`src/rtl/usb_tx_packet_builder.sv`:
```
`default_nettype none
// ============================================================================
//  Module   : usb_tx_packet_builder
//  Purpose  : Builds one USB data packet (SYNC, PID, payload, CRC16) and
//             presents it to the transmitter one byte at a time. The payload
//             is read from a first-word-fall-through buffer. Each byte
//             request from the transmitter advances the sequence by one byte.
//  Ports    : clk, n_rst (sync, active-high)  - clock / reset
//             start, pid, payload_len         - packet request (sampled in IDLE)
//             fifo_data, fifo_empty, fifo_rd  - FWFT payload buffer interface
//             byte_req, tx_complete           - transmitter handshake
//             tx_byte, tx_ena, last_byte      - byte stream to the transmitter
//             busy, done, underrun            - status
//  Revision : 1.0 - initial release
// ============================================================================
module usb_tx_packet_builder #(
    parameter int MAX_PAYLOAD = 64,
    parameter int LEN_W       = 7
) (
    input  logic             clk,
    input  logic             n_rst,
    input  logic             start,
    input  logic [3:0]       pid,
    input  logic [LEN_W-1:0] payload_len,
    input  logic [7:0]       fifo_data,
    input  logic             fifo_empty,
    output logic             fifo_rd,
    input  logic             byte_req,
    input  logic             tx_complete,
    output logic [7:0]       tx_byte,
    output logic             tx_ena,
    output logic             last_byte,
    output logic             busy,
    output logic             done,
    output logic             underrun
);

    localparam logic [2:0] c_ST_IDLE     = 3'd0;
    localparam logic [2:0] c_ST_SYNC     = 3'd1;
    localparam logic [2:0] c_ST_PID      = 3'd2;
    localparam logic [2:0] c_ST_DATA     = 3'd3;
    localparam logic [2:0] c_ST_CRC_LO   = 3'd4;
    localparam logic [2:0] c_ST_CRC_HI   = 3'd5;
    localparam logic [2:0] c_ST_WAIT_END = 3'd6;

    localparam logic [LEN_W-1:0] c_MAX_LEN   = LEN_W'(MAX_PAYLOAD);
    localparam logic [15:0]      c_CRC_INIT  = 16'hFFFF;
    localparam logic [15:0]      c_CRC_POLY  = 16'hA001;
    localparam logic [7:0]       c_SYNC_BYTE = 8'h80;

    logic [2:0]       r_state;
    logic [2:0]       w_next_state;
    logic [7:0]       r_tx_byte;
    logic [15:0]      r_crc;
    logic [LEN_W-1:0] r_len;
    logic [LEN_W-1:0] r_cnt;
    logic [3:0]       r_pid;
    logic             r_underrun;
    logic             r_done;

    logic [LEN_W-1:0] w_len_clamped;
    logic             w_more_payload;
    logic             w_load_payload;
    logic [7:0]       w_payload_byte;
    logic [15:0]      w_crc_next;

    // Reflected USB CRC16, one whole byte folded in, LSB first.
    function automatic logic [15:0] f_crc16_byte(input logic [15:0] crc_in,
                                                 input logic [7:0]  data);
        logic [15:0] crc;
        crc = crc_in;
        for (int i = 0; i < 8; i++) begin
            if (crc[0] ^ data[i]) begin
                crc = (crc >> 1) ^ c_CRC_POLY;
            end else begin
                crc = crc >> 1;
            end
        end
        return crc;
    endfunction

    assign w_len_clamped = (payload_len > c_MAX_LEN) ? c_MAX_LEN : payload_len;

    // r_cnt counts payload bytes already loaded into tx_byte.
    assign w_more_payload = ((r_state == c_ST_PID) && (r_len != '0)) ||
                            ((r_state == c_ST_DATA) && (r_cnt < r_len));
    assign w_load_payload = byte_req && w_more_payload;

    // An empty buffer at load time substitutes zero; the CRC covers that zero.
    assign w_payload_byte = fifo_empty ? 8'h00 : fifo_data;
    assign w_crc_next     = f_crc16_byte(r_crc, w_payload_byte);

    // ---------------------------------------------------------------- state reg
    always_ff @(posedge clk) begin
        if (n_rst) begin
            r_state <= c_ST_IDLE;
        end else begin
            r_state <= w_next_state;
        end
    end

    // ---------------------------------------------------------------- next state
    always_comb begin
        w_next_state = r_state;
        case (r_state)
            c_ST_IDLE: begin
                if (start) w_next_state = c_ST_SYNC;
            end
            c_ST_SYNC: begin
                if (byte_req) w_next_state = c_ST_PID;
            end
            c_ST_PID: begin
                if (byte_req) w_next_state = (r_len != '0) ? c_ST_DATA : c_ST_CRC_LO;
            end
            c_ST_DATA: begin
                if (byte_req && !w_more_payload) w_next_state = c_ST_CRC_LO;
            end
            c_ST_CRC_LO: begin
                if (byte_req) w_next_state = c_ST_CRC_HI;
            end
            c_ST_CRC_HI: begin
                if (byte_req) w_next_state = c_ST_WAIT_END;
            end
            c_ST_WAIT_END: begin
                // tx_complete wins; a coincident start is simply not looked at.
                if (tx_complete) w_next_state = c_ST_IDLE;
            end
            default: w_next_state = c_ST_IDLE;
        endcase
    end

    // ---------------------------------------------------------------- outputs
    always_comb begin
        tx_ena    = (r_state != c_ST_IDLE);
        busy      = (r_state != c_ST_IDLE);
        last_byte = (r_state == c_ST_CRC_HI);
        fifo_rd   = w_load_payload && !fifo_empty;
    end

    // ---------------------------------------------------------------- datapath
    // tx_byte always holds the byte the transmitter will take on its next
    // request, so every request loads the following byte on the same edge.
    always_ff @(posedge clk) begin
        if (n_rst) begin
            r_tx_byte  <= 8'h00;
            r_crc      <= c_CRC_INIT;
            r_len      <= '0;
            r_cnt      <= '0;
            r_pid      <= 4'h0;
            r_underrun <= 1'b0;
            r_done     <= 1'b0;
        end else begin
            r_done <= 1'b0;
            case (r_state)
                c_ST_IDLE: begin
                    if (start) begin
                        r_tx_byte  <= c_SYNC_BYTE;
                        r_crc      <= c_CRC_INIT;
                        r_len      <= w_len_clamped;
                        r_cnt      <= '0;
                        r_pid      <= pid;
                        r_underrun <= 1'b0;
                    end
                end
                c_ST_SYNC: begin
                    if (byte_req) r_tx_byte <= {~r_pid, r_pid};
                end
                c_ST_PID, c_ST_DATA: begin
                    if (w_load_payload) begin
                        r_tx_byte <= w_payload_byte;
                        r_crc     <= w_crc_next;
                        r_cnt     <= r_cnt + 1'b1;
                        if (fifo_empty) r_underrun <= 1'b1;
                    end else if (byte_req) begin
                        r_tx_byte <= ~r_crc[7:0];
                    end
                end
                c_ST_CRC_LO: begin
                    if (byte_req) r_tx_byte <= ~r_crc[15:8];
                end
                c_ST_WAIT_END: begin
                    if (tx_complete) r_done <= 1'b1;
                end
                default: begin
                end
            endcase
        end
    end

    assign tx_byte  = r_tx_byte;
    assign done     = r_done;
    assign underrun = r_underrun;

endmodule
`default_nettype wire

```
`config.mk`:
```
export PLATFORM = sky130hd
export DESIGN_NAME = usb_tx_packet_builder
export DESIGN_NICKNAME = d
export VERILOG_FILES = /design/src/rtl/usb_tx_packet_builder.sv
export SDC_FILE = /design/constraint.sdc
export NUM_CORES = 1
export LEC_CHECK = 0
export ABC_AREA = 1
export CORE_ASPECT_RATIO = 1.2
export CORE_UTILIZATION = 49
export CTS_BUF_LIST = sky130_fd_sc_hd__clkbuf_16
export DETAILED_ROUTE_END_ITERATION = 12
export MAX_ROUTING_LAYER = met4
export PLACE_DENSITY = 0.76
export SLEW_MARGIN = 15
export SYNTH_ARGS = -nofsm -noshare
export SYNTH_HDL_FRONTEND = slang
export SYNTH_SLANG_ARGS = --single-unit
export TNS_END_PERCENT = 20
```
`constraint.sdc`:
```
create_clock -name clk -period 2.26 [get_ports clk]
set_clock_uncertainty 0.1 [all_clocks]
set_input_delay 0.565 -clock clk [delete_from_list [all_inputs] [get_ports clk]]
set_output_delay 0.565 -clock clk [all_outputs]
set_load 0.03 [all_outputs]
```
Word-level counts from Yosys, hierarchy flattened
Cells that the tools add are included.
{"block": "word_totals", "reg_bits": 47, "input_bits": 25, "out_inout_bits": 14, "elab_cells": 103}
{"block": "classes", "addsub": 1, "magnitude_cmp": 2, "eq_ne": 16, "muxes": 36, "n_bitwise": 20, "reduce_logical": 20}
{"operator": "$mux 16", "n": 10}
{"operator": "$mux 8", "n": 6}
{"operator": "$pmux 16 s2", "n": 1}
{"operator": "$pmux 8 s4", "n": 1}
{"operator": "$mux 3", "n": 8}
{"operator": "$not 2->3", "n": 8}
{"operator": "$mux 7", "n": 3}
{"operator": "$pmux 3 s7", "n": 1}
{"operator": "$ne 2x2->1 const B", "n": 8}
{"operator": "$not 8->8", "n": 2}
{"operator": "$pmux 7 s2", "n": 1}
{"operator": "$eq 3x3->1 const B", "n": 3}
{"operator": "$xor 1x1->1", "n": 8}
{"operator": "$add 7x1->7 const B", "n": 1}
{"operator": "$gt 7x7->1 const B", "n": 1}
{"operator": "$lt 7x7->1", "n": 1}
{"operator": "$reduce_and 7->1", "n": 1}
{"operator": "$reduce_bool 7->1", "n": 1}
{"operator": "$eq 3x2->1 const B", "n": 2}
{"operator": "$logic_and 1x1->1", "n": 5}
{"operator": "$reduce_and 5->1", "n": 1}
{"operator": "$mux 1", "n": 4}
{"operator": "$not 4->4", "n": 1}
{"operator": "$reduce_and 4->1", "n": 1}
{"operator": "14 further kinds", "n": 16}

Depth between registers and ports, before layout
Gate-level depths: netlist of the first run.
{"block": "depth", "word_depth": 19, "ltp_mapped": 20}

Least setup slack after synthesis of the first run
Ideal clock, no wire load.
{"block": "synth_timing", "kind": "flip-flop to output port", "startpoint": "register r_len[2]", "endpoint": "output fifo_rd", "arrival_time_ns": 1.614, "required_time_ns": 1.595, "setup_slack_ns": -0.019, "path_stages_with_launch": 10, "cell_sequence": "dfxtp_1 -> inv_1 -> ha_1 -> a21oi_1 -> nand2_1 -> nand4_1 -> o2111ai_1 -> nand2_2 -> nand2_4 -> nor2_1"}
{"block": "synth_via", "elab_chain_cells": 5}
{"item": "start, declared", "line_no": "55", "source": "logic [LEN_W-1:0] r_len;"}
{"item": "start signal, assigned", "line_no": "159", "source": "r_len <= w_len_clamped;"}
{"item": "$lt 7x7->1 or $reduce_bool 7->1 (tied branches)", "line_no": "86, 85"}
{"item": "$logic_and 1x1->1, on equally long branches", "line_no": "86, 85"}
{"item": "$logic_or 1x1->1 *", "line_no": "85", "source": "assign w_more_payload = ((r_state == c_ST_PID) && (r_len != '0)) ||"}
{"item": "$logic_and 1x1->1 *", "line_no": "87", "source": "assign w_load_payload = byte_req && w_more_payload;"}
{"item": "$logic_and 1x1->1 *", "line_no": "137", "source": "fifo_rd = w_load_payload && !fifo_empty;"}
{"item": "end, declared", "line_no": "27", "source": "output logic fifo_rd,"}
Mark *: on every way between the ends. The rest lies on a longest branch, timed or not.

Worst setup path in the final report of the first run
{"block": "layout_timing", "startpoint": "input fifo_empty", "endpoint": "register r_crc[0]"}
{"block": "layout_via", "elab_chain_cells": 19}
{"item": "start, declared", "line_no": "26", "source": "input logic fifo_empty,"}
{"item": "$mux 8 *", "line_no": "90", "source": "assign w_payload_byte = fifo_empty ? 8'h00 : fifo_data;"}
{"item": "$xor 1x1->1", "line_no": "73", "source": "if (crc[0] ^ data[i]) begin"}
{"item": "$mux 16", "line_no": "73"}
{"item": "$xor 1x1->1", "line_no": "73"}
{"item": "$mux 16", "line_no": "73"}
{"item": "$xor 1x1->1", "line_no": "73"}
{"item": "$mux 16", "line_no": "73"}
{"item": "$xor 1x1->1", "line_no": "73"}
{"item": "[3 not listed]"}
{"item": "$xor 1x1->1", "line_no": "73"}
{"item": "$mux 16", "line_no": "73"}
{"item": "$xor 1x1->1", "line_no": "73"}
{"item": "$mux 16", "line_no": "73"}
{"item": "$xor 1x1->1 *", "line_no": "73"}
{"item": "$mux 16 *", "line_no": "73"}
{"item": "$mux 16 *", "line_no": "169", "source": "if (w_load_payload) begin"}
{"item": "$pmux 16 s2 *", "line_no": "154", "source": "case (r_state)"}
{"item": "end signal, assigned", "line_no": "146", "source": "r_crc <= c_CRC_INIT;"}
{"item": "end signal, assigned", "line_no": "158", "source": "r_crc <= c_CRC_INIT;"}
{"item": "end signal, assigned", "line_no": "171", "source": "r_crc <= w_crc_next;"}
{"item": "end, declared", "line_no": "54", "source": "logic [15:0] r_crc;"}
Mark *: on every way between the ends. The rest lies on a longest branch, timed or not. The select of a mux whose other input is x is not followed.
A chain may end at the register's enable or synchronous reset.

==> flow_summary.json, run 1 <==
{
  "hold_path.class": "reg -> reg",
  "grt_max_degree": 21,
  "cts_buffer_depth": 2,
  "synthCells": 375,
  "final_nets": 491,
  "finalCriticalPeriod_ns": 2.47,
  "holdWs_ns": 0.363,
  "start_util_pct": 52.3,
  "dieArea_um2": 5680,
  "status": "finished with violations",
  "ys_seq_elements": 47,
  "cts.sinks": 47,
  "setup-violations-final": 4,
  "coreArea_um2": 5040,
  "root_buffer": "clkbuf_16",
  "ys.flop_type": "dfxtp_1",
  "first_global_vias": 2679,
  "crit_type": "in -> reg",
  "drtAntennaViolNets": 0,
  "synth_edf_count": 0,
  "grtUsageMet3_pct": 4.81,
  "relSlewSlack_pct": 69.1,
  "num_rows": 28,
  "hpwlAfterDp_um": 5540,
  "synth_nets": 407,
  "synthArstFlopShare_pct": 0,
  "wl_um": 8490,
  "crit_fanout": 6,
  "drtIter0Drc": 247,
  "drc": 0,
  "critPathRequiredTime_ns": 2.33,
  "seq_area_frac_synth_pct": 35.7,
  "synth_area_leader_cell": "dfxtp_1",
  "port_buffers": 38,
  "use_met1_pct": 30.3,
  "die_h_um": 82.4,
  "min_from": "tx_byte[2]",
  "overflow": 0,
  "diodes": 0,
  "met2_usage_pct": 52.9,
  "die_x_um": 69.0,
  "critPathLaunchType": "primary input",
  "numCtsBuffers": 5,
  "cellPowerDensity_nw_per_um2": 1250,
  "htree_levels": 2,
  "path_clk_slew_ns": 0.07,
  "reg2reg_to": "r_crc[0]",
  "p_leak_nw": 1.73,
  "grt_antenna_before_repair": 0,
  "finalHoldViolCount": 0,
  "io-pin-count": 39,
  "avgRoutedWirePerCell_um": 16.3,
  "viasPerCell": 5.82,
  "top_usage_layer": "met2",
  "drt_pre_antenna_iters": 5,
  "grt_pass1_wl_um": 11800,
  "postCtsHoldBufs": 0,
  "violations": "negative setup slack",
  "cts_tree": "built",
  "fin_crit_sh_pct": 109,
  "vias": 3028,
  "crit_arrival_ns": 2.54,
  "r2r_start": "r_crc[0]",
  "cp-end-kind": "flip-flop",
  "fmax_ghz": 0.405,
  "synth_top_area_share_pct": 35.7,
  "syn_area_per_cell_um2": 7.03,
  "drive_gt1_share_pct": 28.3,
  "drv_slew": 0,
  "grt.total_usage_pct": 28.7,
  "fin_ws_ns": -0.207,
  "r2r_slack_ns": -0.14,
  "areaGrowthSynthToFinish_pct": 47.3,
  "synth.most_common_cell": "nand2_1",
  "final_area_um2": 3880,
  "place.gp.congestion": 0.844,
  "cap_viol_max_count": 0,
  "clock_latency_ns": 0.29,
  "synth_common_cells": "nand2_1 (67), dfxtp_1 (47), inv_1 (46)",
  "crit_start": "fifo_empty",
  "synthTopCellsByArea": "dfxtp_1 (36%), nand2_1 (9.5%), a21oi_1 (6.6%)",
  "rr_worst_depth": 19,
  "worst_pin_slew_ns": 0.462,
  "placed_area_um2": 3300,
  "ys_types": 35,
  "min_to": "tx_byte[2]",
  "synth_area_um2": 2640,
  "rsz0062_at_grt": "yes",
  "whs_path_depth": 2,
  "yosysWarnings": 0,
  "vdd_drop_max_v": 0.000599
}
==> power by group <==
group / switching (mW) / total, mW / internal [mW]
combinational: 1.80 / 2.93 / 1.13
sequential: 0.163 / 1.21 / 1.05
clock: 0.323 / 0.728 / 0.405
==> sequential cells by signal (all words and copies together), names as in the netlist <==
| register | count |
|---|---|
| r_pid | 4 |
| tx_byte | 8 |
| r_cnt | 7 |
| underrun | 1 |
| r_state | 3 |
| r_crc | 16 |
| done | 1 |
| r_len | 7 |
==> critical path, cell delays in order <==
cell and delay, ns:
buf_4 0.14, inv_6 0.07, buf_4 0.11, nand2_2 0.10
xor2_4 0.31, inv_2 0.12, nand3_4 0.10, nand3_4 0.10
nand2_4 0.10, nand2_4 0.08, nand2_4 0.10, nand2_4 0.07
nand2_4 0.10, nand2_2 0.07, nand3_1 0.11, nand3_1 0.08
nand2_1 0.11, nand2_1 0.09
==> per-stage QoR <==
stage / power [mW] / setup TNS [ns] / setup WS, ns / std cells / utilization [%]
after floorplan: 2.73 / 0 / 0.00886 / 375 / -
after global placement: 3.42 / -2.52 / -0.554 / 499 / 65.4
after detailed placement: 3.47 / -3.83 / -0.688 / 499 / 65.4
after CTS: 4.25 / -0.655 / -0.170 / 511 / 69.8
after global routing: 5.15 / -2.99 / -0.296 / 520 / 77.0
final: 4.87 / -0.342 / -0.207 / 520 / 77.0
==> routing by layer <==
layer / wire length [um] / part of all wire (%)
met3: 425 / 5.0
met5: 0 / 0
met4: 280 / 3.3
met1: 3240 / 38
met2: 4540 / 54
==> cells in the final DEF, fill, tap and decap left out, types with 7 or more instances in the layout <==
| cell | n |
|---|---|
| dfxtp_1 | 40 |
| nor2_1 | 33 |
| nand3_4 | 7 |
| o31ai_1 | 8 |
| o22ai_1 | 7 |
| nand2_1 | 46 |
| nand2_2 | 13 |
| o21ai_0 | 21 |
| buf_4 | 47 |
| o211ai_1 | 11 |
| inv_2 | 7 |
| clkdlybuf4s50_1 | 28 |
| nand3_1 | 20 |
| inv_1 | 42 |
| a21oi_1 | 31 |
| nand2_4 | 14 |
==> worst max-delay path by stage <==
stage	slack, ns	endpoint	cells after the start
final	-0.21	r_crc[0]	18
after global routing	-0.30	r_crc[0]	18
after CTS	-0.17	fifo_rd	10
after detailed placement	-0.69	r_crc[0]	21
after global placement	-0.55	r_crc[0]	21
after floorplan	0.009	r_crc[0]	19
==> cell type report <==
cell class                      count  area, um2
Timing Repair Buffer               86        752
Tap cell                           60       75.1
Sequential cell                    47        952
Timing Repair inverter              1       7.51
Multi-Input combinational cell    267       1750
Clock buffer                        5        125
Clock inverter                      3       16.3
Fill cell                         366       1160
Inverter                           51        201
==> kinds of logic after synthesis <==
group / count (synthesis) / synth area share [%]
flops: 47 / 35.7
buf+inv: 61 / 9.73
compound gates: 101 / 22.5
fa+ha+maj: 7 / 3.32
simple gates: 153 / 26.7
xor+xnor: 6 / 1.99
==> timing repair <==
| item | 4_1_cts | 5_1_grt |
|---|---|---|
| pin swaps | 6 | 21 |
| buffers inserted | 3 | 9 |
| cloned | 1 | 0 |
| gates resized for setup | 21 | 85 |
| setup endpoints to repair | 8 | 32 |
Power figures use the tool's default switching activity.
==> run 2, diff against run 1 <==
--- a/config.mk
+++ b/config.mk
@@ -12,6 +12,7 @@
 export DETAILED_ROUTE_END_ITERATION = 12
 export MAX_ROUTING_LAYER = met4
 export PLACE_DENSITY = 0.76
+export SKIP_CTS_REPAIR_TIMING = 1
 export SLEW_MARGIN = 15
 export SYNTH_ARGS = -nofsm -noshare
 export SYNTH_HDL_FRONTEND = slang
==> run 2 against run 1 <==
The flow still finishes with violations (negative setup slack). Final cell count did not move. Cell area fell by 0.64%. Fmax rose by 3.8%. Non-clock buffer count rose by 1. Utilization fell by 0.50 points. Power fell by 2.1%. Clock power barely moved. Critical path type is now reg -> out. Largest cell class unchanged. Largest power group unchanged.
==> flow_summary.json, run 2 (synthesis gave the netlist of run 1 again) <==
{
  "status": "finished with violations",
  "violations": "negative setup slack",
  "setup-violations-final": 5,
  "areaGrowthSynthToFinish_pct": 46.4,
  "r2r_slack_ns": -0.02,
  "crit_start": "r_cnt[6]",
  "drc": 0,
  "cap_viol_max_count": 0,
  "path_common_cell": "nand2_2",
  "numCtsBuffers": 5,
  "crit_path_top_delay_cell": "dfxtp_1",
  "reg2reg_to": "tx_byte[3]",
  "place.gp.congestion": 0.844,
  "path_clk_slew_ns": 0.07,
  "finalHoldViolCount": 0,
  "r2r_start": "r_len[5]",
  "drv_slew": 0,
  "drt_pre_antenna_iters": 5,
  "final_common_cell": "nand2_1",
  "first_global_vias": 2639,
  "finalCriticalPeriod_ns": 2.38,
  "crit_fanout": 3,
  "relSlewSlack_pct": 71.0,
  "hpwlAfterDp_um": 5540,
  "crit_type": "reg -> out",
  "grt_antenna_before_repair": 0,
  "place_inst": 499,
  "fill_cells": 369,
  "path_cells": "ha_4 > nand2_2 > inv_1 > nand4_1 > o2111ai_2 > nand2_2 > nand2_4 > nor2_4 > buf_6",
  "start_util_pct": 52.3,
  "coreArea_um2": 5040,
  "vias": 3005,
  "die_h_um": 82.4,
  "fin_crit_sh_pct": 105,
  "cp-end-kind": "primary output",
  "avgRoutedWirePerCell_um": 15.9,
  "fmax_ghz": 0.421,
  "drtIter0Drc": 211,
  "cts_tree": "built",
  "grt.total_usage_pct": 28.2,
  "placed_area_um2": 3300,
  "path_depth": 9,
  "drive_gt1_share_pct": 27.6,
  "crit_arrival_ns": 1.71,
  "setup.worst_path.end": "fifo_rd",
  "power.total_mw": 4.76,
  "diodes": 0,
  "cts.sinks": 47,
  "cellPowerDensity_nw_per_um2": 1230,
  "grt_max_degree": 21,
  "critPathRequiredTime_ns": 1.59,
  "critical-path-top-delay-family": "simple AND/OR/NAND/NOR gates",
  "p_leak_nw": 1.75,
  "rsz0062_at_grt": "yes",
  "vdd_drop_max_v": 0.000595,
  "critPathLaunchType": "flip-flop",
  "regMostFlops": "r_crc",
  "num_rows": 28,
  "viasPerCell": 5.78,
  "dieArea_um2": 5680,
  "cts_buffer_depth": 2,
  "slowest_delay_ns": 0.40,
  "root_buffer": "clkbuf_16",
  "wl_um": 8270,
  "drtAntennaViolNets": 0,
  "largest_reg_flops": 16,
  "clock_latency_ns": 0.29,
  "layout.cells.non_filler": 520,
  "final_nets": 491,
  "fin_ws_ns": -0.117,
  "io-pin-count": 39,
  "worst-path-buf-inv": 2,
  "htree_levels": 2,
  "final_area_um2": 3860,
  "hold_path.class": "reg -> reg",
  "die_x_um": 69.0,
  "grt_pass1_wl_um": 11600,
  "overflow": 0,
  "port_buffers": 38,
  "rr_worst_depth": 14,
  "final_cell_mix": "nand2_1 (50), buf_4 (47), inv_1 (42)",
  "worst_pin_slew_ns": 0.434
}
run 2: how the worst min path moves through the flow:
stage / cells past startpoint / from / endpoint / slack (ns)
2_1_floorplan: 1 / r_cnt[6] / r_cnt[6] / 0.33
3_3_place_gp: 1 / underrun / underrun / 0.35
6_report: 2 / tx_byte[2] / tx_byte[2] / 0.36
3_5_place_dp: 2 / tx_byte[6] / tx_byte[6] / 0.36
4_1_cts: 2 / tx_byte[6] / tx_byte[6] / 0.37
5_1_grt: 2 / tx_byte[5] / tx_byte[5] / 0.39
run 2: worst register-to-register path, cell delays in order (launching register included):
cell,delay [ns]
dfxtp_2,0.34
inv_1,0.06
ha_4,0.27
nand2_2,0.06
inv_1,0.06
nand4_1,0.11
o2111ai_2,0.09
nand2_2,0.11
nand2_4,0.11
buf_4,0.14
buf_4,0.10
buf_4,0.14
nor2_1,0.05
o31ai_1,0.30
a21oi_1,0.11
run 2: cell type report:
cell class,instances,area [um2],share of cell area [%]
Multi-Input combinational cell,267,1710,44.3
Sequential cell,47,953,24.7
Timing Repair Buffer,87,779,20.2
Inverter,51,199,5.16
Clock buffer,5,125,3.24
Tap cell,60,75.1,1.95
Clock inverter,3,16.3,0.422
run 2: metrics by stage:
stage	hold slack (ns)	setup slack [ns]	util, %	TNS (ns)
3_3_place_gp	0.350	-0.554	65.4	-2.52
3_5_place_dp	0.356	-0.688	65.4	-3.83
6_report	0.363	-0.117	76.5	-0.175
5_1_grt	0.386	-0.243	76.5	-3.36
2_1_floorplan	0.332	0.00886	-	0
4_1_cts	0.367	-0.428	68.2	-2.44
run 2: power breakdown:
group,internal [mW],switching (mW)
registers,1.05,0.164
clock network,0.405,0.324
logic,1.13,1.69
run 2: per-layer routing:
layer  global-route usage (%)  part of all wire, %  routed length (um)  vias to the layer above
met5                        -                    0                   0                        -
met4                     10.0                  3.5                 286                        0
met3                     4.67                  6.1                 501                       29
met2                     51.3                   54                4440                      128
met1                     30.2                   37                3040                     1404
li1                         -                    -                   -                     1444
